## src/rtl/id_stage.sv

```systemverilog
// -----------------------------------------------------------------------------
// id_stage : instruction-decode stage between fetch and execute (4290 ISA).
//
// Accepts 32-bit instructions plus PC over a valid/ready handshake, decodes
// them at enqueue time into registered control fields and buffers the
// decoded entries in a DEPTH-entry queue. A RUN/HALTED/TRAP state machine
// stops intake after a HALT (and, optionally, after an illegal encoding)
// until `resume` is pulsed.
//
// Optional feature macro:
//   ID_ILLEGAL_TRAP_EN  defined   : illegal encodings enqueue with
//                                   out_illegal=1 and send the stage to TRAP.
//                       undefined : illegal encodings enqueue as NOPs and
//                                   the state is unaffected.
//
// Parameters:
//   DATA_W  width of the extended immediate (>=16)
//   PC_W    width of the PC travelling with each instruction
//   DEPTH   decoded-queue depth (power of 2, >=2)
//
// Ports:
//   clk, rst_n                  clock, synchronous active-low reset
//   in_valid/in_ready           fetch handshake
//   in_instr, in_pc             instruction word and its address
//   flush                       empty the queue and drop the same-cycle input
//   resume                      leave HALTED/TRAP
//   out_valid/out_ready         execute handshake on the queue head
//   out_pc .. out_illegal       decoded fields of the queue head (0 if empty)
//   halted                      state machine is not in RUN
// -----------------------------------------------------------------------------
module id_stage #(
    parameter int DATA_W = 32,
    parameter int PC_W   = 16,
    parameter int DEPTH  = 2
) (
    input  logic              clk,
    input  logic              rst_n,
    input  logic              in_valid,
    output logic              in_ready,
    input  logic [31:0]       in_instr,
    input  logic [PC_W-1:0]   in_pc,
    input  logic              flush,
    input  logic              resume,
    output logic              out_valid,
    input  logic              out_ready,
    output logic [PC_W-1:0]   out_pc,
    output logic [1:0]        out_class,
    output logic [4:0]        out_op,
    output logic              out_set_flags,
    output logic [2:0]        out_dest,
    output logic [2:0]        out_op1,
    output logic [2:0]        out_op2,
    output logic [3:0]        out_cond,
    output logic [DATA_W-1:0] out_imm,
    output logic              out_is_store,
    output logic              out_is_nop,
    output logic              out_is_halt,
    output logic              out_illegal,
    output logic              halted
);

    localparam int PTR_W = (DEPTH > 1) ? $clog2(DEPTH) : 1;
    localparam int CNT_W = PTR_W + 1;

    typedef struct packed {
        logic [PC_W-1:0]   pc;
        logic [1:0]        cls;
        logic [4:0]        op;
        logic              set_flags;
        logic [2:0]        dest;
        logic [2:0]        op1;
        logic [2:0]        op2;
        logic [3:0]        cond;
        logic [DATA_W-1:0] imm;
        logic              is_store;
        logic              is_nop;
        logic              is_halt;
        logic              illegal;
    } entry_t;

    typedef enum logic [1:0] {
        ST_RUN    = 2'd0,
        ST_HALTED = 2'd1,
        ST_TRAP   = 2'd2
    } state_t;

    state_t           r_state;
    state_t           w_state_next;
    logic             r_rst_n_q;
    logic [PTR_W-1:0] r_wr_ptr;
    logic [PTR_W-1:0] r_rd_ptr;
    logic [CNT_W-1:0] r_count;
    entry_t           r_mem [DEPTH];

    entry_t            w_dec;
    entry_t            w_out;
    logic              w_legal;
    logic              w_full;
    logic              w_push;
    logic              w_pop;
    logic [4:0]        w_op;
    logic [DATA_W-1:0] w_zext;
    logic [DATA_W-1:0] w_sext;

    assign w_op   = in_instr[29:25];
    assign w_zext = DATA_W'(in_instr[15:0]);
    assign w_sext = DATA_W'($signed(in_instr[15:0]));

    // ---------------------------------------------------------------- decode
    always_comb begin
        w_dec     = '0;
        w_legal   = 1'b1;
        w_dec.pc  = in_pc;
        w_dec.cls = in_instr[31:30];
        w_dec.op  = w_op;
        case (in_instr[31:30])
            2'b00: begin
                // op[4]=0 group: MOV/MOVT/CLR/SET/LSL/LSR fill codes 0..5;
                // op[4]=1 group: ALU ops 1..5 with op[3] as set-flags.
                w_legal = (w_op[4:3] == 2'b00 && w_op[2:0] <= 3'd5) ||
                          (w_op[4] && w_op[2:0] >= 3'd1 && w_op[2:0] <= 3'd5);
                w_dec.set_flags = w_op[4] & w_op[3];
                w_dec.dest      = in_instr[24:22];
                w_dec.op1       = in_instr[21:19];
                w_dec.imm       = w_zext;
            end
            2'b01: begin
                w_legal = (w_op[4] && w_op[2:0] >= 3'd1 && w_op[2:0] <= 3'd5) ||
                          (w_op == 5'b10110);
                w_dec.set_flags = w_op[4] & w_op[3];
                w_dec.dest      = in_instr[24:22];
                w_dec.op1       = in_instr[21:19];
                w_dec.op2       = in_instr[18:16];
                w_dec.imm       = w_zext;
            end
            2'b10: begin
                w_dec.dest     = in_instr[24:22];
                w_dec.op1      = in_instr[21:19];
                w_dec.imm      = w_sext;
                w_dec.is_store = w_op[0];
            end
            default: begin
                case (w_op[3:0])
                    4'b0000: w_dec.imm = w_sext;
                    4'b0001: begin
                        w_dec.imm  = w_sext;
                        w_dec.cond = in_instr[24:21];
                    end
                    4'b0010: begin
                        w_dec.imm = w_sext;
                        w_dec.op1 = in_instr[21:19];
                    end
                    default: begin
                        if (w_op[2]) begin
                            w_dec.is_nop = 1'b1;
                        end else if (w_op[3]) begin
                            w_dec.is_halt = 1'b1;
                        end else begin
                            w_legal = 1'b0;
                        end
                    end
                endcase
            end
        endcase
        // Illegal encodings keep only pc/class/op so execute can still see
        // what arrived, with every operand field cleared.
        if (!w_legal) begin
            w_dec     = '0;
            w_dec.pc  = in_pc;
            w_dec.cls = in_instr[31:30];
            w_dec.op  = w_op;
`ifdef ID_ILLEGAL_TRAP_EN
            w_dec.illegal = 1'b1;
`else
            w_dec.is_nop  = 1'b1;
`endif
        end
    end

    // ------------------------------------------------------------ handshakes
    assign w_full    = (r_count == CNT_W'(DEPTH));
    assign in_ready  = r_rst_n_q && !w_full && (r_state == ST_RUN);
    assign out_valid = (r_count != '0);
    // flush wins over both sides: nothing enters, nothing is consumed.
    assign w_push    = in_valid && in_ready && !flush;
    assign w_pop     = out_valid && out_ready && !flush;

    // --------------------------------------------------------- state machine
    always_ff @(posedge clk) begin
        if (!rst_n) begin
            r_state   <= ST_RUN;
            r_rst_n_q <= 1'b0;
        end else begin
            r_state   <= w_state_next;
            r_rst_n_q <= 1'b1;
        end
    end

    always_comb begin
        w_state_next = r_state;
        case (r_state)
            ST_RUN: begin
                if (w_push && w_dec.is_halt) begin
                    w_state_next = ST_HALTED;
                end else if (w_push && w_dec.illegal) begin
                    w_state_next = ST_TRAP;
                end
            end
            ST_HALTED, ST_TRAP: begin
                if (resume) begin
                    w_state_next = ST_RUN;
                end
            end
            default: w_state_next = ST_RUN;
        endcase
    end

    assign halted = (r_state != ST_RUN);

    // ----------------------------------------------------------------- queue
    always_ff @(posedge clk) begin
        if (!rst_n || flush) begin
            r_wr_ptr <= '0;
            r_rd_ptr <= '0;
            r_count  <= '0;
        end else begin
            if (w_push) begin
                r_wr_ptr <= r_wr_ptr + PTR_W'(1);
            end
            if (w_pop) begin
                r_rd_ptr <= r_rd_ptr + PTR_W'(1);
            end
            case ({w_push, w_pop})
                2'b10:   r_count <= r_count + CNT_W'(1);
                2'b01:   r_count <= r_count - CNT_W'(1);
                default: r_count <= r_count;
            endcase
        end
    end

    // Storage needs no reset: the count alone decides what is visible.
    always_ff @(posedge clk) begin
        if (w_push) begin
            r_mem[r_wr_ptr] <= w_dec;
        end
    end

    // Head fields are forced to zero while the queue is empty.
    assign w_out = out_valid ? r_mem[r_rd_ptr] : '0;

    assign out_pc        = w_out.pc;
    assign out_class     = w_out.cls;
    assign out_op        = w_out.op;
    assign out_set_flags = w_out.set_flags;
    assign out_dest      = w_out.dest;
    assign out_op1       = w_out.op1;
    assign out_op2       = w_out.op2;
    assign out_cond      = w_out.cond;
    assign out_imm       = w_out.imm;
    assign out_is_store  = w_out.is_store;
    assign out_is_nop    = w_out.is_nop;
    assign out_is_halt   = w_out.is_halt;
    assign out_illegal   = w_out.illegal;

endmodule

```

## config.mk

```make
export PLATFORM = sky130hd
export DESIGN_NAME = id_stage
export DESIGN_NICKNAME = d
export VERILOG_FILES = /design/src/rtl/id_stage.sv
export SDC_FILE = /design/constraint.sdc
export NUM_CORES = 1
export LEC_CHECK = 0
export BUFFER_PORTS_ARGS = -buffer_cell sky130_fd_sc_hd__buf_2
export CORE_UTILIZATION = 53
export CTS_BUF_LIST = sky130_fd_sc_hd__clkbuf_16
export CTS_CLUSTER_DIAMETER = 80
export DETAILED_ROUTE_END_ITERATION = 7
export PLACE_DENSITY = 0.86
export SETUP_SLACK_MARGIN = 0.1
export SLEW_MARGIN = 5
export SYNTH_ARGS = -nofsm -noshare
export SYNTH_HDL_FRONTEND = slang
export SYNTH_SLANG_ARGS = --single-unit
```

## constraint.sdc

```tcl
create_clock -name clk -period 4.3 [get_ports clk]
set_clock_uncertainty 0.05 [all_clocks]
set_input_delay 0.43 -clock clk [delete_from_list [all_inputs] [get_ports clk]]
set_output_delay 0.43 -clock clk [all_outputs]
set_load 0.05 [all_outputs]
```

## Word-level counts from Yosys, hierarchy flattened

Memory sizes are Yosys's and may differ from the RTL's. A register that Yosys moved wholly into a read port is not among the register bits.
Index checks and enable logic that the tools add are counted.

- Flip-flop bits (word level): 7
- Latch bits: 0
- Memory bits (writable): 146
- Bits in read-only memories: 0
- Word-level logic and storage cells: 84
- Memories: 1

Memory list:

| memory | depth | bits a word | read ports | clocked after Yosys merged registers in | write ports | RTL line | text |
|---|---|---|---|---|---|---|---|
| r_mem | 2 | 73 | 1 | 1 | 1 | 93 | `entry_t r_mem [DEPTH];` |

- $add $sub $neg: 4
- Multiply operators: 0
- Divide/modulo/power cells: 0
- Order comparisons: 2
- Equality and inequality tests: 12
- Shift operators: 0
- Muxes and demuxes: 30
- Bitwise logic cells: 1
- Reduce and logical (&&, ||, !) cells: 29

Operators with widths:

| kind | number |
|---|---|
| 73-bit 2-to-1 mux | 1 |
| 32-bit one-hot mux with 2 select lines | 1 |
| 50-bit 2-to-1 mux | 1 |
| 32-bit 2-to-1 mux | 1 |
| 1-bit 2-to-1 mux | 12 |
| 3-bit 2-to-1 mux | 4 |
| 1-bit logical AND | 11 |
| 2-bit 2-to-1 mux | 5 |
| 2-bit equality test (second input constant) | 4 |
| 4-bit 2-to-1 mux | 2 |
| 2-bit one-hot mux with 2 select lines | 2 |
| 2-bit by 1-bit equality test with 1-bit output (second input constant) | 3 |
| 2-bit zero test | 3 |
| 2-bit nonzero test | 3 |
| 3-bit OR reduction | 2 |
| 5-bit equality test (second input constant) | 1 |
| 4-bit by 1-bit equality test with 1-bit output (second input constant) | 1 |
| 4-bit by 2-bit equality test with 1-bit output (second input constant) | 1 |
| 4-bit zero test | 1 |
| 2-bit OR reduction | 2 |
| 3-bit by 1-bit greater-or-equal comparator with 1-bit output (second input constant) | 1 |
| 3-bit <= comparator (second input constant) | 1 |
| 1-bit zero test | 3 |
| 1-bit logical OR | 3 |
| 8 further kinds | 9 |

## Longest topological paths before layout

- Depth after elaboration: 10
- Gate-level depth with buffers: 8

## Worst setup path after synthesis

No wires, ideal clock.

- Path kind: register -> register
- Start point: reg r_state[0]
- End point: mem r_mem[0][10] (netlist bit), enable pin
- Library setup time: 0.472 ns
- Data arrival time: 3.375 ns
- Required time: 3.778 ns
- Path slack: 0.402 ns
- Cell stages (with the launch flop): 6
- Clock period less this slack: 3.898 ns
- Cell sequence: dfxtp_1 inv_1 ha_1 nand2_1 a2111o_1 nor2_1

- Cells in the longest elaborated chain, start to end: 6

Ends and longest elaborated chain:

| what | RTL line | text |
|---|---|---|
| from (decl) | 87 | `state_t r_state;` |
| from (signal assigned) | 194 | `r_state <= w_state_next;` |
| 2-bit zero test | 182 | `assign in_ready = r_rst_n_q && !w_full && (r_state == ST_RUN);` |
| 1-bit logical AND | 182 |  |
| 1-bit logical AND (2 in a row) | 185 | `assign w_push = in_valid && in_ready && !flush;` |
| 1-bit 2-to-1 mux | 243 | `if (w_push) begin` |
| 1-bit 2-to-1 mux (implied by the code) | 244 | `r_mem[r_wr_ptr] <= w_dec;` |
| to (decl) | 93 |  |

No other way between the ends.

==> results.md <==
- Max VDD drop: between 200 and 300 uV
- Final Net Count: between 500 and 600
- Required @ worst endpoint: about 3.8 ns
- DRT Wirelength: 10400 um
- Routed Antenna Nets: 0
- Critical Path AT: 2.25 ns
- Clock slew at reported path FFs: 0.05 ns
- Comb power frac: 5.4%
- Fin cells: roughly 620
- Post-synth EDFFs: between 100 and 150
- Largest area contributor in the netlist: edfxtp_1
- First-pass GRT wire length: approximately 16000 um
- Total track usage: 22.0%
- Vias in the first global route: about 3200
- RSZ-0062 raised after global routing: no
- Hold Slack: about 0.13 ns
- Initial antenna violation count: 0
- Placed Cells: 592
- Register area share after synthesis: between 70% and 80%
- Largest net degree at the start of global routing: 35
- Post-Syn Nets: ~420
- RePlAce Congestion: around 0.7
- Wirelength per Cell: approximately 17 um
- H-tree Lvls: 4
- Hpwl dp: 6630 um
- Synth top area share: between 60% and 70%
- Final slew viol count: 0
- Hold Crit Class: input port to register
- Crit Path Max Fanout: 29
- CTS tree: yes
- CP Launch Type: register
- Clock root cell: clkbuf_16
- Fin crit share: 63.4%
- Io pins: 130
- Routed vias: ~3200
- Crit path largest cell delay: between 0.6 and 0.7 ns
- Master of the slowest instance on the critical path: dfxtp_4
- Initial core utilization: a little over half
- Core Box Area: about 9300 sq um
- Synth Flop Type: edfxtp_1
- Remaining Overflow, GRT: 0
- Total Neg Setup Slack: 0 ns
- Crit-path leading delay family: buffers and inverters
- Max Fclk: 367 MHz
- Clock buffer depth: 2
- Async SR Flop Fraction: 0%
- Netlist cell types: 32
- Actual slew at the worst max-slew pin: roughly 0.89 ns
- Die width: ~100 um
- Mapped cell area: 5080 sq um
- Flops & latches, synth: between 100 and 150
- Growth of design area from synthesis to finish: 26.6%
- FP Rows: 35
- Final Setup Violations: 0
- Switching part of the total: approximately a fifth
- Sw power: 0.000609 W
- Syn avg cell area: about 14 sq um
- Die height: 100 um
- Cts hold-fix bufs: 0
- Static leakage: roughly 2.6 nW
- Vias/cell: between 5 and 6
- Cell area power density: 476 nW/um^2
- Iteration count of the initial detailed-routing pass: 4
- IO Port Bufs: approximately 130
- Number of setup buffers added after CTS: 0
- Buffer and inverter count on the worst path: 2
- Most frequent cells in the layout: buf_2 (128), edfxtp_1 (114), nor2_1 (71), mux2i_1 (57), and3_1 (24)
- Final hold violation count: 0
- DRC: 0
- Mapped Cells: 360
- Post-CTS sizing: 0
- Worst-path cell chain: buf_4, mux2i_1, nor2_1, buf_2
- DRT iter0 DRCs: 187
- Max-slew headroom: 40.7%
- Internal: 0.00245 W
- Seq pwr share: 43.4%
- Max Cap Violations: 0
- Die area: between 9000 and 10000 sq um
- Crit path time final: 2.73 ns
- Clock Sinks: between 100 and 150
- Ranking of synthesized cells by area: edfxtp_1 (67%), mux2i_1 (11%), nor2_1 (5.5%)
- TritonCTS Buffers: 17
- Synth warn: 0
- Clk_lat worst skew: 0.40 ns
- Clock Power Share: approximately half
- Antenna Cells: 0
- Share of cells above drive strength 1: a little over a third
- Commonest non-fill, non-tap cell in the layout: buf_2
- Critical path class: register to output port
- CP Capture Type: output port
- Status: finished, final reports clean
-- worst reg2reg max path, stage by stage (launching register included) --
cell and delay, ns:
dfxtp_1 0.31, inv_1 0.06, ha_1 0.21, nand2_1 0.10, a2111o_1 0.45, nor2_4 0.73, buf_4 0.39
-- sequential cells by signal (all words and copies together) (netlist names), named ones only --
name and count:
r_mem 114, r_rd_ptr 1, r_wr_ptr 1, r_rst_n_q 1, r_count 2, r_state 2
-- kinds of logic (layout without fill, tap and decap cells) --
family | Yosys count | in the layout | synth area share, %
adders and majority gates | 2 | 2 | 0.492
other | 1 | 1 | 0.0737
AOI/OAI and AO/OA | 13 | 13 | 1.89
buffers and inverters | 44 | 179 | 4.58
and+or+nand+nor | 117 | 117 | 10.6
xor gates and xnor gates | 4 | 4 | 0.689
muxes | 57 | 57 | 11.2
DFF | 122 | 122 | 70.5
-- power by group through the flow --
stage | clock, W | sequential, W | combinational (W)
finish | 0.00157 | 0.00133 | 0.000165
global placement | 0 | 0.00135 | 0.000158
floorplan | 0 | 0.00135 | 0.000106
detailed placement | 0 | 0.00135 | 0.000164
global route | 0.00163 | 0.00133 | 0.000179
CTS | 0.00158 | 0.00133 | 0.000166
-- area by class of cell --
cell class	count	area [sq um]
flip-flops and latches	122	3590
repair buffers	135	693
inverters	12	45.0
clock buffers	17	425
well taps	129	161
clock inverters	15	231
fillers	653	2850
multi-input cells	194	1290
-- synthesized netlist by cell type, types with 3 or more instances --
| master | count |
|---|---|
| nand2_1 | 6 |
| buf_4 | 16 |
| a21oi_1 | 4 |
| clkbuf_1 | 9 |
| inv_1 | 11 |
| and2_1 | 4 |
| buf_2 | 6 |
| edfxtp_1 | 114 |
| mux2i_1 | 57 |
| nor2_1 | 74 |
| nor3_1 | 3 |
| and3_1 | 24 |
| dfxtp_1 | 8 |
-- per-layer routing --
| metal | global-route usage, % | vias up | part of all wire, % |
|---|---|---|---|
| li1 | - | 1531 | - |
| met1 | 26.1 | 1548 | 40 |
| met2 | 38.9 | 113 | 54 |
| met3 | 5.22 | 10 | 4.7 |
| met4 | 8.60 | 0 | 1.4 |
| met5 | 0 | - | 0 |
-- worst paths after layout --
path | slack [ns] | end | startpoint | cells past startpoint
max | 1.57 | out_is_halt | register | 4
min | 0.13 | r_rst_n_q | rst_n | 1
max reg2reg | 1.70 | r_mem[1][3] | r_state[0] | 6
min reg2reg | 0.44 | r_state[1] | r_state[1] | 2
-- through the flow --
stage	util (%)	area (sq um)	setup slack [ns]	total power, W
finish	69.3	6430	1.57	0.00306
global route	69.3	6430	1.43	0.00314
CTS	69.3	6430	1.55	0.00308
detailed placement	62.2	5780	1.67	0.00152
global placement	62.2	5780	1.80	0.00151
floorplan	-	5080	0.402	0.00146
Note: power is estimated with default switching activity, not from simulation.
